$ cat src/rtl/wb_port_arbiter.sv
// Register-file write-port arbiter: write-back has priority, and out-of-order long-latency
// results wait in a small FIFO. A starvation counter forces one async slot when needed.
module wb_port_arbiter #(
    parameter int XLEN         = 32,
    parameter int ASYNC_DEPTH  = 2,
    parameter int STARVE_LIMIT = 4
) (
    input  logic                   clk,
    input  logic                   rst,
    input  logic                   w_valid,
    input  logic                   w_we,
    input  logic [4:0]             w_rd,
    input  logic [XLEN-1:0]        w_data,
    output logic                   w_ready,
    input  logic                   a_valid,
    input  logic [4:0]             a_rd,
    input  logic [XLEN-1:0]        a_data,
    output logic                   a_ready,
    output logic                   rf_we,
    output logic [4:0]             rf_waddr,
    output logic [XLEN-1:0]        rf_wdata,
    output logic [ASYNC_DEPTH:0]   a_pending
);

    localparam int PTR_W = $clog2(ASYNC_DEPTH);
    localparam int CNT_W = $clog2(STARVE_LIMIT + 1);

    logic [4:0]        fifo_rd_mem   [ASYNC_DEPTH];
    logic [XLEN-1:0]   fifo_data_mem [ASYNC_DEPTH];

    // Pointers carry one extra wrap bit so full and empty are distinguishable.
    logic [PTR_W:0]       wr_ptr_reg, wr_ptr_next;
    logic [PTR_W:0]       rd_ptr_reg, rd_ptr_next;
    logic [ASYNC_DEPTH:0] count_reg, count_next;
    logic [CNT_W-1:0]     starve_reg, starve_next;

    logic            fifo_empty;
    logic            fifo_full;
    logic            pipe_req;
    logic            force_slot;
    logic            grant_pipe;
    logic            grant_async;
    logic            push;
    logic [4:0]      head_rd;
    logic [XLEN-1:0] head_data;

    assign fifo_empty = (wr_ptr_reg == rd_ptr_reg);
    assign fifo_full  = (wr_ptr_reg[PTR_W] != rd_ptr_reg[PTR_W]) &&
                        (wr_ptr_reg[PTR_W-1:0] == rd_ptr_reg[PTR_W-1:0]);
    assign head_rd    = fifo_rd_mem[rd_ptr_reg[PTR_W-1:0]];
    assign head_data  = fifo_data_mem[rd_ptr_reg[PTR_W-1:0]];

    assign pipe_req   = w_valid & w_we;
    assign force_slot = (starve_reg == CNT_W'(STARVE_LIMIT)) & ~fifo_empty;

    always_comb begin
        grant_pipe  = 1'b0;
        grant_async = 1'b0;
        if (pipe_req && !force_slot) begin
            grant_pipe = 1'b1;
        end else if (!fifo_empty) begin
            grant_async = 1'b1;
        end
    end

    // Write-back only stalls when a forced async slot displaces a real register write.
    assign w_ready   = ~(pipe_req & force_slot);
    assign a_ready   = ~fifo_full;
    assign push      = a_valid & ~fifo_full;
    assign a_pending = count_reg;

    always_comb begin
        wr_ptr_next = wr_ptr_reg;
        rd_ptr_next = rd_ptr_reg;
        count_next  = count_reg;
        if (push) begin
            wr_ptr_next = wr_ptr_reg + (PTR_W + 1)'(1);
        end
        if (grant_async) begin
            rd_ptr_next = rd_ptr_reg + (PTR_W + 1)'(1);
        end
        count_next = count_reg + (ASYNC_DEPTH + 1)'(push) - (ASYNC_DEPTH + 1)'(grant_async);
    end

    always_comb begin
        starve_next = starve_reg;
        if (fifo_empty || grant_async) begin
            starve_next = '0;
        end else if (grant_pipe && starve_reg != CNT_W'(STARVE_LIMIT)) begin
            starve_next = starve_reg + CNT_W'(1);
        end
    end

    always_ff @(posedge clk) begin
        if (push) begin
            fifo_rd_mem[wr_ptr_reg[PTR_W-1:0]]   <= a_rd;
            fifo_data_mem[wr_ptr_reg[PTR_W-1:0]] <= a_data;
        end
    end

    always_ff @(posedge clk) begin
        if (rst) begin
            wr_ptr_reg <= '0;
            rd_ptr_reg <= '0;
            count_reg  <= '0;
            starve_reg <= '0;
        end else begin
            wr_ptr_reg <= wr_ptr_next;
            rd_ptr_reg <= rd_ptr_next;
            count_reg  <= count_next;
            starve_reg <= starve_next;
        end
    end

    // x0 writes still consume their grant; only the enable is suppressed.
    always_ff @(posedge clk) begin
        if (rst) begin
            rf_we    <= 1'b0;
            rf_waddr <= '0;
            rf_wdata <= '0;
        end else if (grant_pipe) begin
            rf_we    <= (w_rd != 5'd0);
            rf_waddr <= w_rd;
            rf_wdata <= w_data;
        end else if (grant_async) begin
            rf_we    <= (head_rd != 5'd0);
            rf_waddr <= head_rd;
            rf_wdata <= head_data;
        end else begin
            rf_we    <= 1'b0;
        end
    end

endmodule

$ cat config.mk
export PLATFORM = sky130hd
export DESIGN_NAME = wb_port_arbiter
export DESIGN_NICKNAME = d
export VERILOG_FILES = /design/src/rtl/wb_port_arbiter.sv
export SDC_FILE = /design/constraint.sdc
export NUM_CORES = 1
export LEC_CHECK = 0
export ABC_AREA = 1
export BUFFER_PORTS_ARGS = -buffer_cell sky130_fd_sc_hd__buf_4
export CORE_AREA = 2 2 113 115
export DETAILED_ROUTE_END_ITERATION = 10
export DIE_AREA = 0 0 115 117
export GPL_ROUTABILITY_DRIVEN = 0
export PLACE_DENSITY_LB_ADDON = 0.08
export SYNTH_ARGS = -nofsm -noshare
export SYNTH_HDL_FRONTEND = slang
export SYNTH_SLANG_ARGS = --single-unit
$ cat constraint.sdc
create_clock -name clk -period 5.07 [get_ports clk]
set_clock_uncertainty 0.1 [all_clocks]
set_input_delay 0.2535 -clock clk [delete_from_list [all_inputs] [get_ports clk]]
set_output_delay 0.2535 -clock clk [all_outputs]
set_load 0.02 [all_outputs]
==> reports/metrics.json, run 1 <==
{
  "synthesis": {
    "synth_xor_xnor_area_share": 0.00484,
    "synth-simple-area-share": 0.302,
    "post_synthesis_mux_area_share": 0,
    "syn_area_per_cell_sq_um": 9.48,
    "netlist.area_leader.share": 0.409,
    "synth_top_family_by_area": "simple AND/OR/NAND/NOR gates",
    "post_synthesis_register_bit_count": 123,
    "synth_top_cell_by_area": "edfxtp_1",
    "syn-cell-area_sq_mm": 0.00543,
    "complex_gate_fraction_of_the_synthesized_area": 0.00806,
    "netlist_instances": 573,
    "synth.area.top_cells": "edfxtp_1, dfxtp_1, nand2_1",
    "ys_seq_area_frac": 0.590,
    "share_of_synthesized_cell_area_in_full_adder_half_adder_and_majority_cells": 0.0129,
    "synthesis_warnings": 0,
    "postSynthNetCount": 657,
    "ys_types": 29
  },
  "detailed_routing": {
    "met2WireLength_mm": 6.61,
    "drt-wirelength-per-cell_um": 15.2,
    "detailroute.via_count": 4408,
    "wirelength_met1_mm": 5.83,
    "routed.top_layer": "met4",
    "detailedRoute.firstPassIterationCount": 5,
    "viasPerCell": 5.03,
    "route.antenna.remaining_nets": 0,
    "route.met3.wl_um": 636,
    "drt_iter0_drc": 279,
    "routed_wl_mm": 13.4,
    "detail_route.drc_violations": 0
  },
  "finish": {
    "layout-drive-gt1-share": 0.254,
    "largest_reg_flops": 64,
    "final_nets": 798,
    "synth_to_layout_area_growth_pct": 33.7,
    "antennaDiodeCount": 0
  },
  "cts": {
    "clk_pin_slew_worst_paths_ns": 0.05,
    "htree_num_levels": 4,
    "clkSinkCount": 123,
    "cts_root_buffer": "clkbuf_16",
    "ctsLongestPathBuffers": 2,
    "tritoncts": "built",
    "cts-buffers-inserted": 17,
    "clk_latency_ns": 0.41
  },
  "global_route": {
    "grt_remaining_overflow": 0,
    "antenna_found_initial": 0,
    "grt_pass1_wl_mm": 20.9,
    "maximum_number_of_pins_on_one_net_before_global_route_repair": 43,
    "grtUsageTotal": 0.205,
    "grt_pass1_vias": 4163
  },
  "setup_path": {
    "highest_delay_cell_along_the_critical_path": "nand2_2",
    "path_class": "reg -> reg",
    "critical_path.n_buffers_inverters": 2,
    "worstPathArrival_ns": 3.75,
    "critPathTopFamily": "simple AND/OR/NAND/NOR gates",
    "worst_setup_start_kind": "flip-flop",
    "crit_chain": "nand2_1, nand2_2, nand2_4, nand2_2, inv_2, ha_1, inv_1, ha_1, fa_1, or2_2, a21oi_1",
    "path_max_fanout": 41,
    "cp_data_required_time_ns": 5.31,
    "max_stage_delay_ns": 0.67,
    "crit_path_end_kind": "flip-flop"
  },
  "sta": {
    "final_hold_viol_count": 0,
    "worst_pin_slew_ns": 1.19,
    "slew_viol_final": 0,
    "rsz_0062_raised_after_global_routing": "no",
    "setup_total_negative_slack_ns": 0,
    "timing.final.setup_violations": 0,
    "final_period_demand_of_the_worst_path_ns": 3.50,
    "fin_crit_sh": 0.691,
    "maxSlewHeadroom": 0.199,
    "timing.fmax_mhz": 286
  },
  "power_and_ir_drop": {
    "design_power_total_w": 0.00326,
    "leakagePower_nw": 3.39,
    "irDropWorstVdd_v": 0.000298,
    "powerDensity_mw_per_mm2": 449
  },
  "die": {
    "initial_utilization": 0.441,
    "rows": 41,
    "design.die.area_sq_mm": 0.0135,
    "io_pins": 122,
    "dieHeight_um": 117,
    "fp.dieW_um": 115,
    "core-area_sq_mm": 0.0123
  },
  "status": {
    "status": "finished clean"
  },
  "placed_design": {
    "dp_hpwl_mm": 7.94,
    "placement.io_buffers": 121
  },
  "run": {
    "max-cap-violations": 0
  },
  "min_path": {
    "min-delay-path-class": "in -> reg"
  }
}
-- logic make-up (layout without fill, tap and decap cells) --
family / after synthesis / after routing
fa+ha+maj: 5 / 5
xor+xnor: 3 / 3
simple gates: 338 / 338
flops: 123 / 123
buf+inv: 96 / 250
compound gates: 8 / 8
-- power by group --
group	switching (W)	total [W]	internal (W)
Combinational	0.000509	0.000823	0.000314
Clock	0.000405	0.00113	0.000727
Sequential	0.0000921	0.00130	0.00121
Total	0.00101	0.00326	0.00225
-- cell usage after synthesis --
cell type	number
nand2_2	3
buf_12	2
xor2_1	3
buf_1	5
inv_1	52
nand3b_1	1
a21oi_2	1
nand2_4	2
fa_1	1
buf_4	2
clkinv_1	1
buf_2	19
ha_1	4
nand3_1	95
o21ai_1	2
edfxtp_1	74
or2_2	1
clkbuf_1	8
nor2_1	14
o21ai_0	2
buf_6	2
buf_8	1
dfxtp_1	49
nand4_1	38
inv_2	4
nor3_1	1
nand2_1	163
nand3_2	20
a21oi_1	3
-- stage by stage --
| stage | worst slack (ns) | area [sq um] | cells | utilization | hold slack, ns |
|---|---|---|---|---|---|
| global route | 1.37 | 7260 | 877 | 0.590 | 0.0644 |
| finish | 1.57 | 7260 | 877 | 0.590 | 0.0524 |
| floorplan | 2.01 | 5430 | 573 | - | 0.216 |
| detailed placement | 1.61 | 6330 | 807 | 0.514 | 0.341 |
| CTS | 1.60 | 7260 | 877 | 0.590 | 0.0379 |
| global placement | 1.74 | 6330 | 807 | 0.514 | 0.329 |
-- tightest hold or removal path: cells and delay by family --
kind / cells / cell delay, ns
buf+inv: 2 / 0.12
simple gates: 3 / 0.16
-- layer usage --
layer | vias up | global-route usage
li1 | 2215 | -
met1 | 2046 | 0.266
met2 | 125 | 0.336
met3 | 22 | 0.0433
met4 | 0 | 0.0867
met5 | - | 0
-- cells in the final DEF, fill, tap and decap left out, drive strengths merged, types with 8 or more instances in the layout --
cell type,netlist,final
clkbuf,8,22
nand3,115,115
clkinv,1,8
dlygate4sd3,0,38
buf,31,123
nand4,38,38
dfxtp,49,49
edfxtp,74,74
nand2,168,168
inv,56,56
nor2,14,14
-- what timing repair did --
item | in CTS | in global routing
hold buffers | 38 | 0
buffers inserted | 0 | 0
resized for setup | 0 | 0
endpoints found under the hold margin | 79 | 0
-- worst paths after layout --
kind	slack, ns	to	depth (start not counted)	startpoint
max	1.57	a_pending[2]	11	wr_ptr_reg[0]
min	0.05	rf_wdata[24]	5	w_data[24]
max reg2reg	1.57	a_pending[2]	11	wr_ptr_reg[0]
min reg2reg	0.35	starve_reg[0]	1	starve_reg[0]
-- layout make-up --
| class | count | area, sq um |
|---|---|---|
| clock buffers | 22 | 454 |
| clock inverters | 10 | 100 |
| fillers | 1056 | 5050 |
| inverters | 57 | 214 |
| multi-input cells | 354 | 1800 |
| flip-flops and latches | 123 | 3200 |
| well taps | 150 | 188 |
| repair buffers | 161 | 1300 |
(Power assumes the default switching activity.)
==> inputs of run 2 (changes only) <==
--- a/config.mk
+++ b/config.mk
@@ -5,11 +5,11 @@
 export SDC_FILE = /design/constraint.sdc
 export NUM_CORES = 1
 export LEC_CHECK = 0
-export ABC_AREA = 1
+export ABC_AREA = 0
 export BUFFER_PORTS_ARGS = -buffer_cell sky130_fd_sc_hd__buf_4
-export CORE_AREA = 2 2 113 115
+export CORE_AREA = 2 2 106 108
 export DETAILED_ROUTE_END_ITERATION = 10
-export DIE_AREA = 0 0 115 117
+export DIE_AREA = 0 0 108 110
 export GPL_ROUTABILITY_DRIVEN = 0
 export PLACE_DENSITY_LB_ADDON = 0.08
 export SYNTH_ARGS = -nofsm -noshare
==> constraint.sdc (replaced) <==
create_clock -name clk -period 2.8 [get_ports clk]
set_clock_uncertainty 0.1 [all_clocks]
set_input_delay 0.14 -clock clk [delete_from_list [all_inputs] [get_ports clk]]
set_output_delay 0.14 -clock clk [all_outputs]
set_load 0.02 [all_outputs]
==> run 2 against run 1 <==
Net effect: setup slack worse by 1.3 ns; first-iteration DRC count down 49%; critical path type unchanged; cell area down 2.5%; clock power up 87%; flip-flop and latch count unchanged; routed wire length down 18%; worst hold slack better by 0.12 ns; global-route usage down 1.2 points; register-to-register slack worse by 1.3 ns; core utilization up 7.2 points; highest routed layer unchanged; final cell count down 23%.
==> reports/metrics.json, run 2 <==
{
  "cts": {
    "clk_latency_ns": 0.51,
    "clkSinkCount": 123,
    "ctsLongestPathBuffers": 2,
    "postCtsSetupBuffers": 0,
    "cts-buffers-inserted": 17,
    "cts_root_buffer": "clkbuf_8",
    "clk_pin_slew_worst_paths_ns": 0.05,
    "htree_num_levels": 4,
    "tritoncts": "built"
  },
  "sta": {
    "timing.final.setup_violations": 0,
    "final_hold_viol_count": 0,
    "worst_pin_slew_ns": 0.822,
    "timing.fmax_mhz": 399,
    "final_period_demand_of_the_worst_path_ns": 2.51,
    "maxSlewHeadroom": 0.450,
    "fin_crit_sh": 0.896,
    "finalWorstSetupSlack_ns": 0.291,
    "rsz_0062_raised_after_global_routing": "no",
    "setup_total_negative_slack_ns": 0,
    "slew_viol_final": 0
  },
  "synthesis": {
    "post_synthesis_mux_area_share": 0.0787,
    "postSynth.asyncResetShare": 0,
    "synth-edff-count": 74,
    "postSynthNetCount": 402,
    "synth_xor_xnor_area_share": 0.0186,
    "synth_ff_type": "edfxtp_1",
    "post_synthesis_register_bit_count": 123,
    "ys_types": 34,
    "netlist_instances": 318,
    "share_of_synthesized_cell_area_in_full_adder_half_adder_and_majority_cells": 0.0149,
    "synth_common_cells": "edfxtp_1, dfxtp_1, a21oi_1",
    "synthesis_warnings": 0,
    "complex_gate_fraction_of_the_synthesized_area": 0.141,
    "synth_top_family_by_area": "compound AO/OA/AOI/OAI gates",
    "syn-cell-area_sq_mm": 0.00471,
    "ys_seq_area_frac": 0.680,
    "synth-simple-area-share": 0.0308,
    "synth.area.top_cells": "edfxtp_1, dfxtp_1, mux2i_1",
    "syn_area_per_cell_sq_um": 14.8,
    "most_numerous_cell_in_the_yosys_netlist": "edfxtp_1",
    "netlist.area_leader.share": 0.472,
    "synth_top_cell_by_area": "edfxtp_1"
  },
  "global_route": {
    "antenna_found_initial": 0,
    "grt_remaining_overflow": 0,
    "grt_pass1_vias": 3450,
    "grt_pass1_wl_mm": 17.0,
    "grtUsageTotal": 0.192,
    "maximum_number_of_pins_on_one_net_before_global_route_repair": 48
  },
  "detailed_routing": {
    "detailroute.via_count": 3373,
    "viasPerCell": 5.00,
    "route.antenna.remaining_nets": 0,
    "drt-wirelength-per-cell_um": 16.3,
    "wirelength_met1_mm": 4.77,
    "met2WireLength_mm": 5.57,
    "detailedRoute.firstPassIterationCount": 4,
    "route.met3.wl_um": 552,
    "routed_wl_mm": 11.0,
    "routed.top_layer": "met4",
    "drt_iter0_drc": 143,
    "detail_route.drc_violations": 0
  },
  "finish": {
    "synth_to_layout_area_growth_pct": 50.4,
    "largest_reg_flops": 64,
    "antennaDiodeCount": 0,
    "layout-drive-gt1-share": 0.318,
    "most_common_cell_after_layout_fill_and_taps_aside": "buf_4",
    "final_nets": 605,
    "most-common-layout-cells": "buf_4, dlygate4sd3_1, edfxtp_1"
  },
  "setup_path": {
    "cp_data_required_time_ns": 3.08,
    "crit_path_end_kind": "flip-flop",
    "worstPathArrival_ns": 2.79,
    "path_class": "reg -> reg",
    "max_stage_delay_ns": 0.46,
    "path_max_fanout": 5,
    "worst_setup_start_kind": "flip-flop",
    "highest_delay_cell_along_the_critical_path": "dfxtp_1",
    "crit_chain": "xor2_1, o21ai_1, ha_1, inv_1, ha_1, fa_1, xnor2_1, xnor2_1, nor2_1"
  },
  "status": {
    "status": "finished clean"
  },
  "run": {
    "max-cap-violations": 0
  },
  "die": {
    "io_pins": 122,
    "fp.dieW_um": 108,
    "rows": 38,
    "dieHeight_um": 110,
    "design.die.area_sq_mm": 0.0119,
    "core-area_sq_mm": 0.0107,
    "initial_utilization": 0.440
  },
  "placed_design": {
    "dp_hpwl_mm": 6.38,
    "placement.io_buffers": 121,
    "dp_worst_setup_slack_ns": 0.187
  },
  "power_and_ir_drop": {
    "powerDensity_mw_per_mm2": 997,
    "power.sequential.fraction": 0.382,
    "sw_pwr_w": 0.00221,
    "leakagePower_nw": 2.79,
    "irDropWorstVdd_v": 0.000511,
    "swShare": 0.313,
    "power.share.combinational": 0.320,
    "clkPwrFrac": 0.299,
    "power.internal_w": 0.00485
  },
  "min_path": {
    "min-delay-path-class": "in -> reg"
  }
}
[run 2: final timing paths]
path | startpoint | to | slack [ns] | cells after the start
setup reg to reg | wr_ptr_reg[0] | a_pending[2] | 0.29 | 9
hold / removal | w_we | starve_reg[1] | 0.17 | 5
hold reg to reg | starve_reg[0] | starve_reg[0] | 0.34 | 1
setup / recovery | wr_ptr_reg[0] | a_pending[2] | 0.29 | 9
[run 2: logic make-up after synthesis]
group                    Yosys count
AND/OR/NAND/NOR                   30
buffers and inverters             31
adder cells (fa/ha/maj)            5
AO/OA/AOI/OAI                     82
multiplexers                      37
flip-flops                       123
XOR/XNOR                          10
[run 2: critical path, delay by kind of cell, from the launching register on]
kind / cells / cell delay, ns
fa+ha+maj: 3 / 0.88
flops: 1 / 0.46
xor+xnor: 3 / 0.64
compound gates: 1 / 0.21
simple gates: 1 / 0.05
buf+inv: 1 / 0.04
[run 2: timing repair]
| action | CTS | global route |
|---|---|---|
| endpoints found under the hold margin | 118 | 0 |
| hold buffers | 77 | 0 |
| setup endpoints to repair | 0 | 1 |
| resized for setup | 0 | 1 |
[run 2: area by class of cell]
cell class,count,area (sq um)
Clock buffer,25,495
Clock inverter,7,85.1
Fill cell,803,3620
Inverter,8,30.0
Multi-Input combinational cell,164,1350
Sequential cell,123,3200
Tap cell,140,175
Timing Repair Buffer,207,1750
[run 2: power by group through the flow]
| stage | combinational (W) | sequential, W | clock, W |
|---|---|---|---|
| after floorplan | 0.00111 | 0.00300 | 0 |
| after global placement | 0.00214 | 0.00271 | 0 |
| after detailed placement | 0.00217 | 0.00273 | 0 |
| after CTS | 0.00227 | 0.00270 | 0.00215 |
| after global routing | 0.00244 | 0.00275 | 0.00225 |
| final | 0.00226 | 0.00270 | 0.00211 |
[run 2: routing by layer]
layer  vias to the layer above  track usage
met5                         -            0
met4                         0       0.0632
met3                         8       0.0611
met2                        96        0.326
met1                      1634        0.235
li1                       1635            -
[run 2: per-stage QoR]
step | hold WS, ns | power (W) | util | instances | cell area (sq um)
2_1_floorplan | 0.139 | 0.00412 | - | 318 | 4710
5_1_grt | 0.194 | 0.00744 | 0.662 | 674 | 7080
3_3_place_gp | 0.225 | 0.00485 | 0.536 | 565 | 5730
6_report | 0.173 | 0.00706 | 0.662 | 674 | 7080
4_1_cts | 0.154 | 0.00712 | 0.662 | 674 | 7080
3_5_place_dp | 0.228 | 0.00490 | 0.536 | 565 | 5730
==> inputs of run 3 (changes only) <==
==> constraint.sdc (replaced) <==
create_clock -name clk -period 2.92 [get_ports clk]
set_clock_uncertainty 0.1 [all_clocks]
set_input_delay 0.146 -clock clk [delete_from_list [all_inputs] [get_ports clk]]
set_output_delay 0.146 -clock clk [all_outputs]
set_load 0.02 [all_outputs]
==> run 3 against run 2 <==
Net effect: clock-buffer cell count shrank 6; clock power increased by 9%; sequential share of layout area fell by 0.35 points; final cell count shrank 0.59%; critical path type unchanged; largest cell class unchanged.
==> reports/metrics.json, run 3 (synthesized netlist as in run 2, its figures left out) <==
{
  "status": {
    "status": "finished clean"
  },
  "cts": {
    "clk_pin_slew_worst_paths_ns": 0.06,
    "cts-buffers-inserted": 17,
    "tritoncts": "built",
    "ctsLongestPathBuffers": 2,
    "post_cts_resized": 0,
    "htree_num_levels": 4,
    "clkSinkCount": 123,
    "clk_latency_ns": 0.50,
    "postCtsSetupBuffers": 0,
    "cts_hold_buf": 76,
    "cts_root_buffer": "clkbuf_8"
  },
  "global_route": {
    "maximum_number_of_pins_on_one_net_before_global_route_repair": 48,
    "antenna_found_initial": 0,
    "grt_pass1_wl_mm": 17.0,
    "grt_remaining_overflow": 0,
    "gr-max-usage-layer": "met2",
    "grt_pass1_vias": 3403,
    "grtUsageTotal": 0.190,
    "grt_use_met1": 0.237,
    "globalRouteMet2Util": 0.321,
    "grt_met3_usage": 0.0417
  },
  "power_and_ir_drop": {
    "irDropWorstVdd_v": 0.000512,
    "leakagePower_nw": 2.80,
    "powerDensity_mw_per_mm2": 986,
    "design_power_total_w": 0.00703
  },
  "finish": {
    "antennaDiodeCount": 0,
    "layout-drive-gt1-share": 0.323,
    "most_common_cell_after_layout_fill_and_taps_aside": "buf_4",
    "largest_reg_flops": 64,
    "synth_to_layout_area_growth_pct": 51.6,
    "final_cells": 670,
    "most-common-layout-cells": "buf_4, dlygate4sd3_1, edfxtp_1",
    "design_area_sq_mm": 0.00714,
    "final_nets": 601
  },
  "die": {
    "initial_utilization": 0.440,
    "fp.dieW_um": 108,
    "core-area_sq_mm": 0.0107,
    "io_pins": 122,
    "rows": 38,
    "dieHeight_um": 110,
    "design.die.area_sq_mm": 0.0119
  },
  "setup_path": {
    "critical_path.reg2reg.startpoint": "wr_ptr_reg[0]",
    "max_stage_delay_ns": 0.46,
    "crit_chain": "xor2_1, o21ai_0, ha_1, inv_1, ha_1, fa_1, xnor2_1, xnor2_1, nor2_1",
    "reg2reg_to": "a_pending[2]",
    "worst_setup_start_kind": "flip-flop",
    "worstPathArrival_ns": 2.86,
    "reg2reg_depth": 9,
    "path_class": "reg -> reg",
    "setup.reg_to_reg.worst_slack_ns": 0.33,
    "highest_delay_cell_along_the_critical_path": "dfxtp_1",
    "cp_data_required_time_ns": 3.19,
    "crit_path_end_kind": "flip-flop",
    "path_max_fanout": 5
  },
  "sta": {
    "maxSlewHeadroom": 0.443,
    "worst_pin_slew_ns": 0.832,
    "final_period_demand_of_the_worst_path_ns": 2.59,
    "fin_crit_sh": 0.887,
    "rsz_0062_raised_after_global_routing": "no",
    "final_hold_viol_count": 0,
    "setup_total_negative_slack_ns": 0,
    "slew_viol_final": 0,
    "timing.final.setup_violations": 0,
    "timing.fmax_mhz": 386
  },
  "detailed_routing": {
    "drt-wirelength-per-cell_um": 16.6,
    "detail_route.drc_violations": 0,
    "viasPerCell": 5.04,
    "detailroute.via_count": 3374,
    "drt_iter0_drc": 169,
    "route.antenna.remaining_nets": 0,
    "detailedRoute.firstPassIterationCount": 4,
    "routed_wl_mm": 11.1
  },
  "min_path": {
    "hold_end": "rf_we",
    "min-delay-path-class": "in -> reg",
    "hold_path.startpoint": "w_we",
    "worst_hold_path.num_cells": 4
  },
  "placed_design": {
    "dp_hpwl_mm": 6.23,
    "placed_area_sq_mm": 0.00572,
    "placement.io_buffers": 121,
    "place.detailed.instances": 562
  },
  "run": {
    "max-cap-violations": 0
  }
}
run 3: layer usage:
layer	routed length [um]	vias up
li1	-	1630
met1	4960	1626
met2	5470	106
met3	494	12
met4	185	0
met5	0	-
run 3: metrics by stage:
stage / setup slack, ns / hold slack (ns) / util
finish: 0.330 / 0.164 / 0.667
global route: 0.182 / 0.210 / 0.667
CTS: 0.323 / 0.152 / 0.667
global placement: 0.460 / 0.232 / 0.535
floorplan: 0.523 / 0.145 / -
detailed placement: 0.322 / 0.234 / 0.535
run 3: cell type report:
type | instances | area (sq um)
Fill cell | 804 | 3560
Timing Repair Buffer | 203 | 1730
Sequential cell | 123 | 3200
Clock inverter | 13 | 214
Tap cell | 140 | 175
Clock buffer | 19 | 442
Multi-Input combinational cell | 164 | 1350
Inverter | 8 | 30.0
run 3: power breakdown:
group          switching, W  total [W]  internal, W
clock network      0.000772    0.00230      0.00153
registers          0.000256    0.00260      0.00234
logic               0.00117    0.00214     0.000969
run 3: worst max-delay path by stage:
stage	cells after the start	startpoint	endpoint	slack [ns]
floorplan	11	rd_ptr_reg[0]	a_pending[2]	0.52
global placement	9	wr_ptr_reg[0]	a_pending[2]	0.46
detailed placement	9	wr_ptr_reg[0]	a_pending[2]	0.32
CTS	9	wr_ptr_reg[0]	a_pending[2]	0.32
global route	9	rd_ptr_reg[0]	a_pending[2]	0.18
finish	9	wr_ptr_reg[0]	a_pending[2]	0.33
run 3: critical path: cells and delay by family (launching register included):
kind	cells	cell delay, ns
buffers and inverters	1	0.04
flip-flops	1	0.46
XOR/XNOR	3	0.62
AND/OR/NAND/NOR	1	0.05
AO/OA/AOI/OAI	1	0.27
adder cells (fa/ha/maj)	3	0.92
